$ cat config.mk
export PLATFORM = sky130hd
export DESIGN_NAME = line_deinterleave_fetch
export DESIGN_NICKNAME = d
export VERILOG_FILES = /design/src/rtl/line_deinterleave_fetch.sv
export SDC_FILE = /design/constraint.sdc
export NUM_CORES = 1
export LEC_CHECK = 0
export CAP_MARGIN = 20
export CORE_UTILIZATION = 68
export CTS_BUF_LIST = sky130_fd_sc_hd__clkbuf_4
export DETAILED_ROUTE_END_ITERATION = 8
export MAX_ROUTING_LAYER = met4
export PLACE_DENSITY = 0.95
export SYNTH_ARGS = -nofsm -noshare
export SYNTH_HDL_FRONTEND = slang
export SYNTH_SLANG_ARGS = --single-unit
$ cat constraint.sdc
create_clock -name clk -period 3.1 [get_ports clk]
set_input_delay 0.775 -clock clk [delete_from_list [all_inputs] [get_ports clk]]
set_output_delay 0.775 -clock clk [all_outputs]
set_load 0.02 [all_outputs]
$ cat src/rtl/line_deinterleave_fetch.sv
// line_deinterleave_fetch
// Fetches one image line from frame RAM (1-cycle read latency). Even-indexed
// pixels go to one buffer and odd-indexed pixels to another. The line is then
// streamed as LINE_LEN/2 even/odd pairs. The block waits for the downstream
// line_done ack before it fetches the next line, until the frame is complete.
// Optional build macro: LEVEL_SHIFT_EN. When it is defined, each sample is
// pixel - 2^(PIX_W-1), sign-extended to 16 bits. When it is undefined, each
// sample is the pixel zero-extended to 16 bits.
//
// state    | meaning
// ---------+------------------------------------------------------------
// IDLE     | waiting for start
// FETCH    | issuing LINE_LEN consecutive RAM reads for the current line
// DRAIN    | one cycle to capture the last returned pixel
// STREAM   | presenting LINE_LEN/2 even/odd pairs, one per cycle
// WAIT_ACK | holding until downstream acknowledges the line
// DONE     | one-cycle frame_done pulse, then back to IDLE

module line_deinterleave_fetch #(
    parameter int LINE_LEN  = 64,
    parameter int NUM_LINES = 64,
    parameter int PIX_W     = 8,
    parameter int ADDR_W    = 14
) (
    input  logic              clk,
    input  logic              rst_n,
    input  logic              start,
    input  logic              line_done,
    output logic              pix_rd_en,
    output logic [ADDR_W-1:0] pix_rd_addr,
    input  logic [PIX_W-1:0]  pix_rd_data,
    output logic              data_valid,
    output logic [15:0]       data_out_even,
    output logic [15:0]       data_out_odd,
    output logic [7:0]        line_address,
    output logic              busy,
    output logic              frame_done
);

    localparam int CW = $clog2(LINE_LEN);
    localparam int PW = (CW > 1) ? CW - 1 : 1;
    localparam logic [CW-1:0] COL_LAST  = CW'(LINE_LEN - 1);
    localparam logic [PW-1:0] PAIR_LAST = PW'(LINE_LEN / 2 - 1);
    localparam logic [7:0]    LINE_LAST = 8'(NUM_LINES - 1);

    typedef enum logic [2:0] {
        IDLE, FETCH, DRAIN, STREAM, WAIT_ACK, DONE
    } state_t;

    state_t state_q, state_d;

    logic [CW-1:0]    col;
    logic [7:0]       line;
    logic [PW-1:0]    pair;
    logic             rd_en_q;
    logic [CW-1:0]    col_q;
    logic [PIX_W-1:0] even_buf [LINE_LEN/2];
    logic [PIX_W-1:0] odd_buf  [LINE_LEN/2];

    function automatic logic [15:0] to_sample(input logic [PIX_W-1:0] p);
`ifdef LEVEL_SHIFT_EN
        logic [PIX_W-1:0] s;
        // Subtracting 2^(PIX_W-1) modulo 2^PIX_W is the same as flipping the MSB.
        s = p ^ (PIX_W'(1) << (PIX_W - 1));
        return {{(16 - PIX_W){s[PIX_W-1]}}, s};
`else
        return {{(16 - PIX_W){1'b0}}, p};
`endif
    endfunction

    // State register.
    always_ff @(posedge clk or negedge rst_n) begin
        if (!rst_n) state_q <= IDLE;
        else        state_q <= state_d;
    end

    // Next-state logic and the outputs decoded from the state.
    always_comb begin
        state_d     = state_q;
        pix_rd_en   = 1'b0;
        pix_rd_addr = '0;
        busy        = (state_q != IDLE);
        frame_done  = 1'b0;
        case (state_q)
            IDLE:     if (start) state_d = FETCH;
            FETCH: begin
                pix_rd_en   = 1'b1;
                pix_rd_addr = ADDR_W'(line) * ADDR_W'(LINE_LEN) + ADDR_W'(col);
                if (col == COL_LAST) state_d = DRAIN;
            end
            DRAIN:    state_d = STREAM;
            STREAM:   if (pair == PAIR_LAST) state_d = WAIT_ACK;
            WAIT_ACK: if (line_done) state_d = (line == LINE_LAST) ? DONE : FETCH;
            DONE: begin
                frame_done = 1'b1;
                state_d    = IDLE;
            end
            default:  state_d = IDLE;
        endcase
    end

    // Counters, the read-return pipeline, and the registered pair outputs.
    always_ff @(posedge clk or negedge rst_n) begin
        if (!rst_n) begin
            col           <= '0;
            line          <= '0;
            pair          <= '0;
            rd_en_q       <= 1'b0;
            col_q         <= '0;
            data_valid    <= 1'b0;
            data_out_even <= '0;
            data_out_odd  <= '0;
        end else begin
            rd_en_q    <= pix_rd_en;
            col_q      <= col;
            data_valid <= (state_q == STREAM);
            case (state_q)
                IDLE: if (start) begin
                    line <= '0;
                    col  <= '0;
                end
                FETCH:    col  <= (col == COL_LAST) ? '0 : col + 1'b1;
                STREAM:   pair <= (pair == PAIR_LAST) ? '0 : pair + 1'b1;
                WAIT_ACK: if (line_done && line != LINE_LAST) line <= line + 8'd1;
                default:  ;
            endcase
            if (state_q == STREAM) begin
                data_out_even <= to_sample(even_buf[pair]);
                data_out_odd  <= to_sample(odd_buf[pair]);
            end
        end
    end

    // Deinterleave the returning pixels; the buffers hold data only, so they have no reset.
    always_ff @(posedge clk) begin
        if (rd_en_q) begin
            if (col_q[0]) odd_buf[PW'(col_q >> 1)]  <= pix_rd_data;
            else          even_buf[PW'(col_q >> 1)] <= pix_rd_data;
        end
    end

    assign line_address = line;

endmodule

==> reports/qor.csv, run 1 <==
metric,value,unit
antenna-violating nets left,0,
Post-synth ARST share,8.244,%
pre-CTS setup slack,0.1435,ns
Port-buffer cells,53,
post-synthesis area per instance,19.69,sq um
clock slew at reported path FFs,0.08,ns
DP HPWL,31.69,mm
gpl congestion,0.8222,
CP startpoint kind,register,
initial antenna violation count,3,
Cell variety after synth,50,
Switch Pwr,4.088,mW
Mapped Area,22120,sq um
CTS tree,yes,
worst-margin pin slew,1.011,ns
Synth Flop Type,edfxtp_1,
CP arrival,2.34,ns
WP data required,2.32,ns
r2r setup slk,0.05,ns
r2r worst-path depth,6,
Sink Count,558,
Static Leak,8.085,nW
FP Rows,65,
Die ar.,33250,sq um
final hold vios,0,
Final Cycle Share,100.5,%
DR WL/cell,31.90,um
root buf cell,clkbuf_4,
setup violators final,3,
router iterations before antenna repair,7,
first-pass GRT wire length,85.29,mm
chip height,182.4,um
detailed-route via count,13270,
failing checks,negative setup slack,
end of the critical path,pix_rd_addr[6],
routed vias/inst,7.179,
boundary pin count,70,
fillcell total,1388,
multi-input gate area in the final layout,5167,sq um
worst min path class,input port to asynchronous set/reset pin,
maximum vdd drop,356.0,uV
Clock Latency Late Sink,0.82,ns
hold_buf cts,0,
sw frac,25.03,%
clock share of power,39.3,%
Starting Density,69.55,%
CORE AREA,31800,sq um
Die Wd,182.4,um
P_int,12.24,mW
Hold Slack,0.03771,ns
Crit. Startpoint,state_q[1],
status,finished with violations,
CP Max Fanout,7,
Final Net Count,1318,
WS Path Type,register to primary output,
slew margin rel.,32.34,%
Pwr Density,653.6,nW/um^2
min Tclk post-route,3.116,ns
max-cap violation count,0,
CTS H-tree depth,4,
clock buffer depth,3,
Critical R2R Launch,pair[0],
register area,16540,sq um
Post-synth EDFFs,512,
crit end category,primary output,
"Remaining Overflow, GRT",0,
synthesized flop and latch total,558,
Cells after Synth,1123,
"Seq/Total Area, Yosys",74.72,%
layout cells sized above 1,29.01,%
DRC Markers,0,
reg2reg end,data_out_odd[0],
Routed WL,58.94,mm
"Slew Viols, Final",0,
Combinational Power Share,6.9,%
Num CTS Buffers,134,
DRT iter0 DRCs,2110,
vias in the first global route,13410,
yosys warns,0,
sequential share of power,53.8,%
clk_skew,0.04598,ns
Layout area overhead,12.97,%
global-route usage over all layers,37.24,%
final setup margin,-0.01575,ns
fmax,0.3210,GHz
post-layout util,78.57,%
largest net degree at the start of global routing,65,
-- flip-flops by register name (all words and copies together), names as in the netlist --
register       cells
col                6
col_q              6
data_out_even      8
data_out_odd       8
data_valid         1
even_buf         256
line_address       8
odd_buf          256
pair               5
rd_en_q            1
state_q            3
-- critical path, cell delays in order (launching register included) --
cell and delay, ns:
dfrtp_2 0.46, or3b_4 0.44, clkinvlp_4 0.16, buf_12 0.13, and2_1 0.18, clkbuf_2 0.20
-- layout make-up --
cell class / count / share of cell area (%)
flip-flops and latches: 558 / 66.20
clock inverters: 37 / 1.062
repair buffers: 103 / 3.525
repair inverters: 1 / 0.03005
well taps: 435 / 2.178
inverters: 4 / 0.07512
multi-input cells: 500 / 20.68
diodes: 3 / 0.03005
clock buffers: 207 / 6.220
-- kinds of logic (layout without fill, tap and decap cells) --
logic type | after synthesis | count (layout) | synth area share, %
flip-flops | 558 | 558 | 74.72
other | 1 | 19 | 0.01695
buffers and inverters | 80 | 352 | 2.212
adder cells (fa/ha/maj) | 4 | 4 | 0.2263
AND/OR/NAND/NOR | 200 | 200 | 4.328
AO/OA/AOI/OAI | 101 | 101 | 3.055
multiplexers | 179 | 179 | 15.44
-- cell usage after synthesis, types with 8 or more instances --
cell | count | area [sq um]
a21oi_1 | 33 | 165.2
a221o_1 | 13 | 130.1
and2_1 | 17 | 106.4
buf_2 | 20 | 100.1
buf_4 | 21 | 157.7
clkbuf_1 | 24 | 90.09
dfrtp_1 | 46 | 1151
edfxtp_1 | 512 | 15370
mux2i_1 | 51 | 510.5
mux4_1 | 24 | 630.6
mux4_2 | 98 | 2207
nand2_1 | 45 | 168.9
nand3_1 | 11 | 55.05
nor2_1 | 81 | 304.0
nor2b_1 | 8 | 50.05
o21ai_0 | 17 | 85.08
o221ai_1 | 13 | 113.9
or4_1 | 8 | 60.06
-- placed cells by master (no fill, tap or decap), types with 4 or more instances in the layout --
| cell | instances |
|---|---|
| nor3_1 | 4 |
| nand3b_1 | 4 |
| bufinv_16 | 4 |
| or4_1 | 8 |
| buf_4 | 45 |
| buf_12 | 5 |
| inv_2 | 5 |
| nor2_1 | 81 |
| mux4_2 | 98 |
| conb_1 | 16 |
| clkinv_1 | 24 |
| mux4_1 | 24 |
| mux2i_1 | 51 |
| o221ai_1 | 13 |
| a31oi_1 | 5 |
| and2_1 | 17 |
| clkinvlp_4 | 6 |
| clkbuf_2 | 8 |
| nand2b_1 | 4 |
| a221o_1 | 13 |
| edfxtp_1 | 512 |
| o22ai_1 | 4 |
| o21ai_0 | 17 |
| clkbuf_4 | 207 |
| dfrtp_1 | 41 |
| ha_1 | 4 |
| o31ai_1 | 5 |
| mux2_2 | 6 |
| nand3_1 | 11 |
| buf_2 | 9 |
| nand2_1 | 45 |
| nor2b_1 | 8 |
| a21oi_1 | 33 |
| clkdlybuf4s50_1 | 28 |
-- power by group through the flow --
stage | clock network [mW] | registers, mW | logic, mW
2_1_floorplan | 0 | 8.82 | 0.581
3_3_place_gp | 0 | 8.87 | 0.934
3_5_place_dp | 0 | 8.91 | 1.00
4_1_cts | 6.42 | 8.77 | 1.04
5_1_grt | 6.75 | 8.80 | 1.15
6_report | 6.41 | 8.79 | 1.13
-- metrics by stage --
step	TNS [ns]	power (mW)	instances	cell area (sq um)
final	-0.02005	16.33	1848	24990
after global routing	-0.04235	16.70	1847	24980
after CTS	0	16.23	1840	24960
after detailed placement	0	9.910	1594	23130
after global placement	0	9.805	1594	23130
after floorplan	0	9.402	1138	22170
-- worst min path at each step --
stage                       from  depth (start not counted)  slack [ns]          endpoint
after CTS                  rst_n                          1        0.02           pair[3]
after detailed placement  col[1]                          0        0.44          col_q[1]
after global routing       rst_n                          1        0.05  data_out_even[0]
final                      rst_n                          1        0.04           pair[3]
after global placement    col[1]                          0        0.47          col_q[1]
after floorplan           col[1]                          0        0.40          col_q[1]
-- repair_timing --
item                       in CTS  in global routing
pin swaps                       1                  0
setup endpoints to repair      16                 14
cloned                          1                  0
setup buffers                   1                  5
gates resized for setup        32                 13
-- metal layers --
| layer | global-route usage, % | share of wire (%) | up-vias |
|---|---|---|---|
| met2 | 59.26 | 50 | 1485 |
| met1 | 44.51 | 31 | 6436 |
| met3 | 9.619 | 13 | 327 |
| met4 | 19.29 | 5.9 | 0 |
| li1 | - | - | 5019 |
| met5 | - | 0 | - |
Note: power is estimated with default switching activity, not from simulation.
==> run 2: changes to the inputs <==
--- a/config.mk
+++ b/config.mk
@@ -6,11 +6,11 @@
 export NUM_CORES = 1
 export LEC_CHECK = 0
 export CAP_MARGIN = 20
-export CORE_UTILIZATION = 68
+export CORE_UTILIZATION = 63
 export CTS_BUF_LIST = sky130_fd_sc_hd__clkbuf_4
 export DETAILED_ROUTE_END_ITERATION = 8
 export MAX_ROUTING_LAYER = met4
-export PLACE_DENSITY = 0.95
+export PLACE_DENSITY_LB_ADDON = 0.25
 export SYNTH_ARGS = -nofsm -noshare
 export SYNTH_HDL_FRONTEND = slang
 export SYNTH_SLANG_ARGS = --single-unit
==> constraint.sdc (replaced) <==
create_clock -name clk -period 2.9 [get_ports clk]
set_input_delay 0.725 -clock clk [delete_from_list [all_inputs] [get_ports clk]]
set_output_delay 0.725 -clock clk [all_outputs]
set_load 0.02 [all_outputs]
==> reports/qor.csv, run 2 (synthesized netlist as in run 1, its figures left out) <==
metric,value,unit,change
CP arrival,2.06,ns,-0.28 ns
CTS H-tree depth,4,,unchanged
vias in the first global route,11790,,-12%
Static Leak,8.348,nW,+3.3%
slew margin rel.,45.94,%,+14 points
CORE AREA,34540,sq um,+8.6%
Clock Latency Late Sink,0.81,ns,about the same
Layout area overhead,14.47,%,
maximum vdd drop,413.5,uV,+16%
largest net degree at the start of global routing,65,,unchanged
gpl congestion,0.8342,,+1.5%
root buf cell,clkbuf_4,,
pre-CTS setup slack,0.2564,ns,+0.1130 ns
clock slew at reported path FFs,0.07,ns,about the same
unrepaired setup endpoints after global routing,no,,
chip height,189.4,um,+3.8%
"final std cell area, no fill",25320,sq um,+1.3%
Crit. Startpoint,state_q[1],,
Final Cycle Share,96.18,%,
Critical R2R Launch,pair[2],,
Sink Count,558,,unchanged
status,"finished, final reports clean",,
CP Max Fanout,16,,+9
routed vias/inst,6.118,,-15%
final hold vios,0,,unchanged
worst-margin pin slew,0.8079,ns,-0.2032 ns
fmax,0.3585,GHz,
Num CTS Buffers,136,,+1.5%
Pwr Density,668.9,nW/um^2,+2.3%
"commonest non-fill, non-tap cells in the layout","512 x edfxtp_1, 205 x clkbuf_4, 98 x mux4_2, 84 x buf_4, 81 x nor2_1",,
slowest cell delay on critical path,0.43,ns,-0.03 ns
Final Net Count,1365,,+3.6%
clock buffer depth,3,,unchanged
reg2reg end,data_out_odd[4],,
FP Rows,68,,+4.6%
DRC Markers,0,,unchanged
DRT iter0 DRCs,1356,,-36%
detailed-route via count,11620,,-12%
antenna-violating nets left,0,,unchanged
boundary pin count,70,,unchanged
Starting Density,64.03,%,-5.5 points
"Remaining Overflow, GRT",0,,unchanged
r2r worst-path depth,6,,unchanged
min Tclk post-route,2.789,ns,
CP cell instances,or3b_4 > inv_6 > dlygate4sd2_1,,
DP HPWL,28.59,mm,-9.8%
max-cap violation count,0,,unchanged
first-pass GRT wire length,70.59,mm,-17%
router iterations before antenna repair,8,,+1
Overall Power,16.93,mW,+3.7%
end of the critical path,pix_rd_en,,
Routed WL,46.53,mm,-21%
Die ar.,35860,sq um,+7.8%
Hold Slack,0.3987,ns,+0.3610 ns
DR WL/cell,24.50,um,-23%
biggest regs,"even_buf (256), odd_buf (256)",,
global-route usage over all layers,28.28,%,-9.0 points
Sum Neg Setup Slack,0,ns,+0.02005 ns
Port-buffer cells,53,,unchanged
Die Wd,189.4,um,+3.8%
"Slew Viols, Final",0,,unchanged
placed cell areas,23620,sq um,+2.1%
crit end category,primary output,,
r2r setup slk,0.55,ns,+0.50 ns
WS Path Type,register to primary output,,
CTS tree,yes,,
layout cells sized above 1,31.05,%,+2.0 points
CP startpoint kind,register,,
WP data required,2.17,ns,-0.15 ns
initial antenna violation count,1,,-2
final setup margin,0.1109,ns,+0.1266 ns
clk_skew,0.03998,ns,-0.006005 ns
setup violators final,0,,-3
worst min path class,input port to asynchronous set/reset pin,,
"commonest non-fill, non-tap cell in the layout",edfxtp_1,,
fillcell total,2037,,+47%
slowest CP cell,or3b_4,,
run 2: cell count changes in the layout (fill, tap and decap cells not counted), moves of 3 or more:
cell,previous run,this run
buf_4,45,84
buf_2,9,23
clkbuf_2,8,0
buf_12,5,11
clkinvlp_4,6,0
clkinv_1,24,19
clkdlybuf4s15_1,3,0
run 2: worst max-delay path: cells and delay by family, from the launching register on:
family / cells / cell delay (ns)
flops: 1 / 0.38
simple gates: 1 / 0.43
buf+inv: 2 / 0.45
run 2: power breakdown:
group	internal [mW]	switching (mW)	total (mW)
logic	0.346	0.808	1.15
clock network	3.56	2.88	6.44
registers	9.17	0.174	9.34
run 2: worst min-delay path by stage:
stage                   start              to  cells past startpoint
6_report                rst_n         pair[2]                      2
5_1_grt        pix_rd_data[0]  even_buf[7][0]                      1
4_1_cts                 rst_n         rd_en_q                      2
3_5_place_dp           col[1]        col_q[1]                      0
3_3_place_gp           col[1]        col_q[1]                      0
2_1_floorplan          col[1]        col_q[1]                      0
run 2: through the flow:
stage,cells,util [%]
floorplan,1138,-
global placement,1664,68.36
detailed placement,1664,68.36
CTS,1898,73.32
global route,1899,73.29
finish,1899,73.29
run 2: repair_timing:
| action | CTS | global route |
|---|---|---|
| gates resized for setup | 61 | 2 |
| hold buffers | 1 | 0 |
| buffers inserted | 1 | 0 |
| endpoints found under the hold margin | 15 | 0 |
| setup endpoints to repair | 17 | 2 |
| pin swaps | 0 | 0 |
run 2: metal layers:
metal,up-vias,share of wire [%],GRT usage [%]
li1,5117,-,-
met2,560,49,42.19
met4,0,2.3,9.522
met3,85,8.2,6.024
met1,5856,41,39.49
met5,-,0,-
run 2: area by class of cell:
cell class	instances	area, sq um	share of cell area (%)
Tap cell	455	569.3	2.249
Clock inverter	27	209.0	0.8253
Sequential cell	558	16540	65.32
Inverter	4	20.02	0.07907
Timing Repair Buffer	149	1272	5.026
Clock buffer	205	1539	6.079
Multi-Input combinational cell	500	5167	20.41
Antenna cell	1	2.502	0.009884
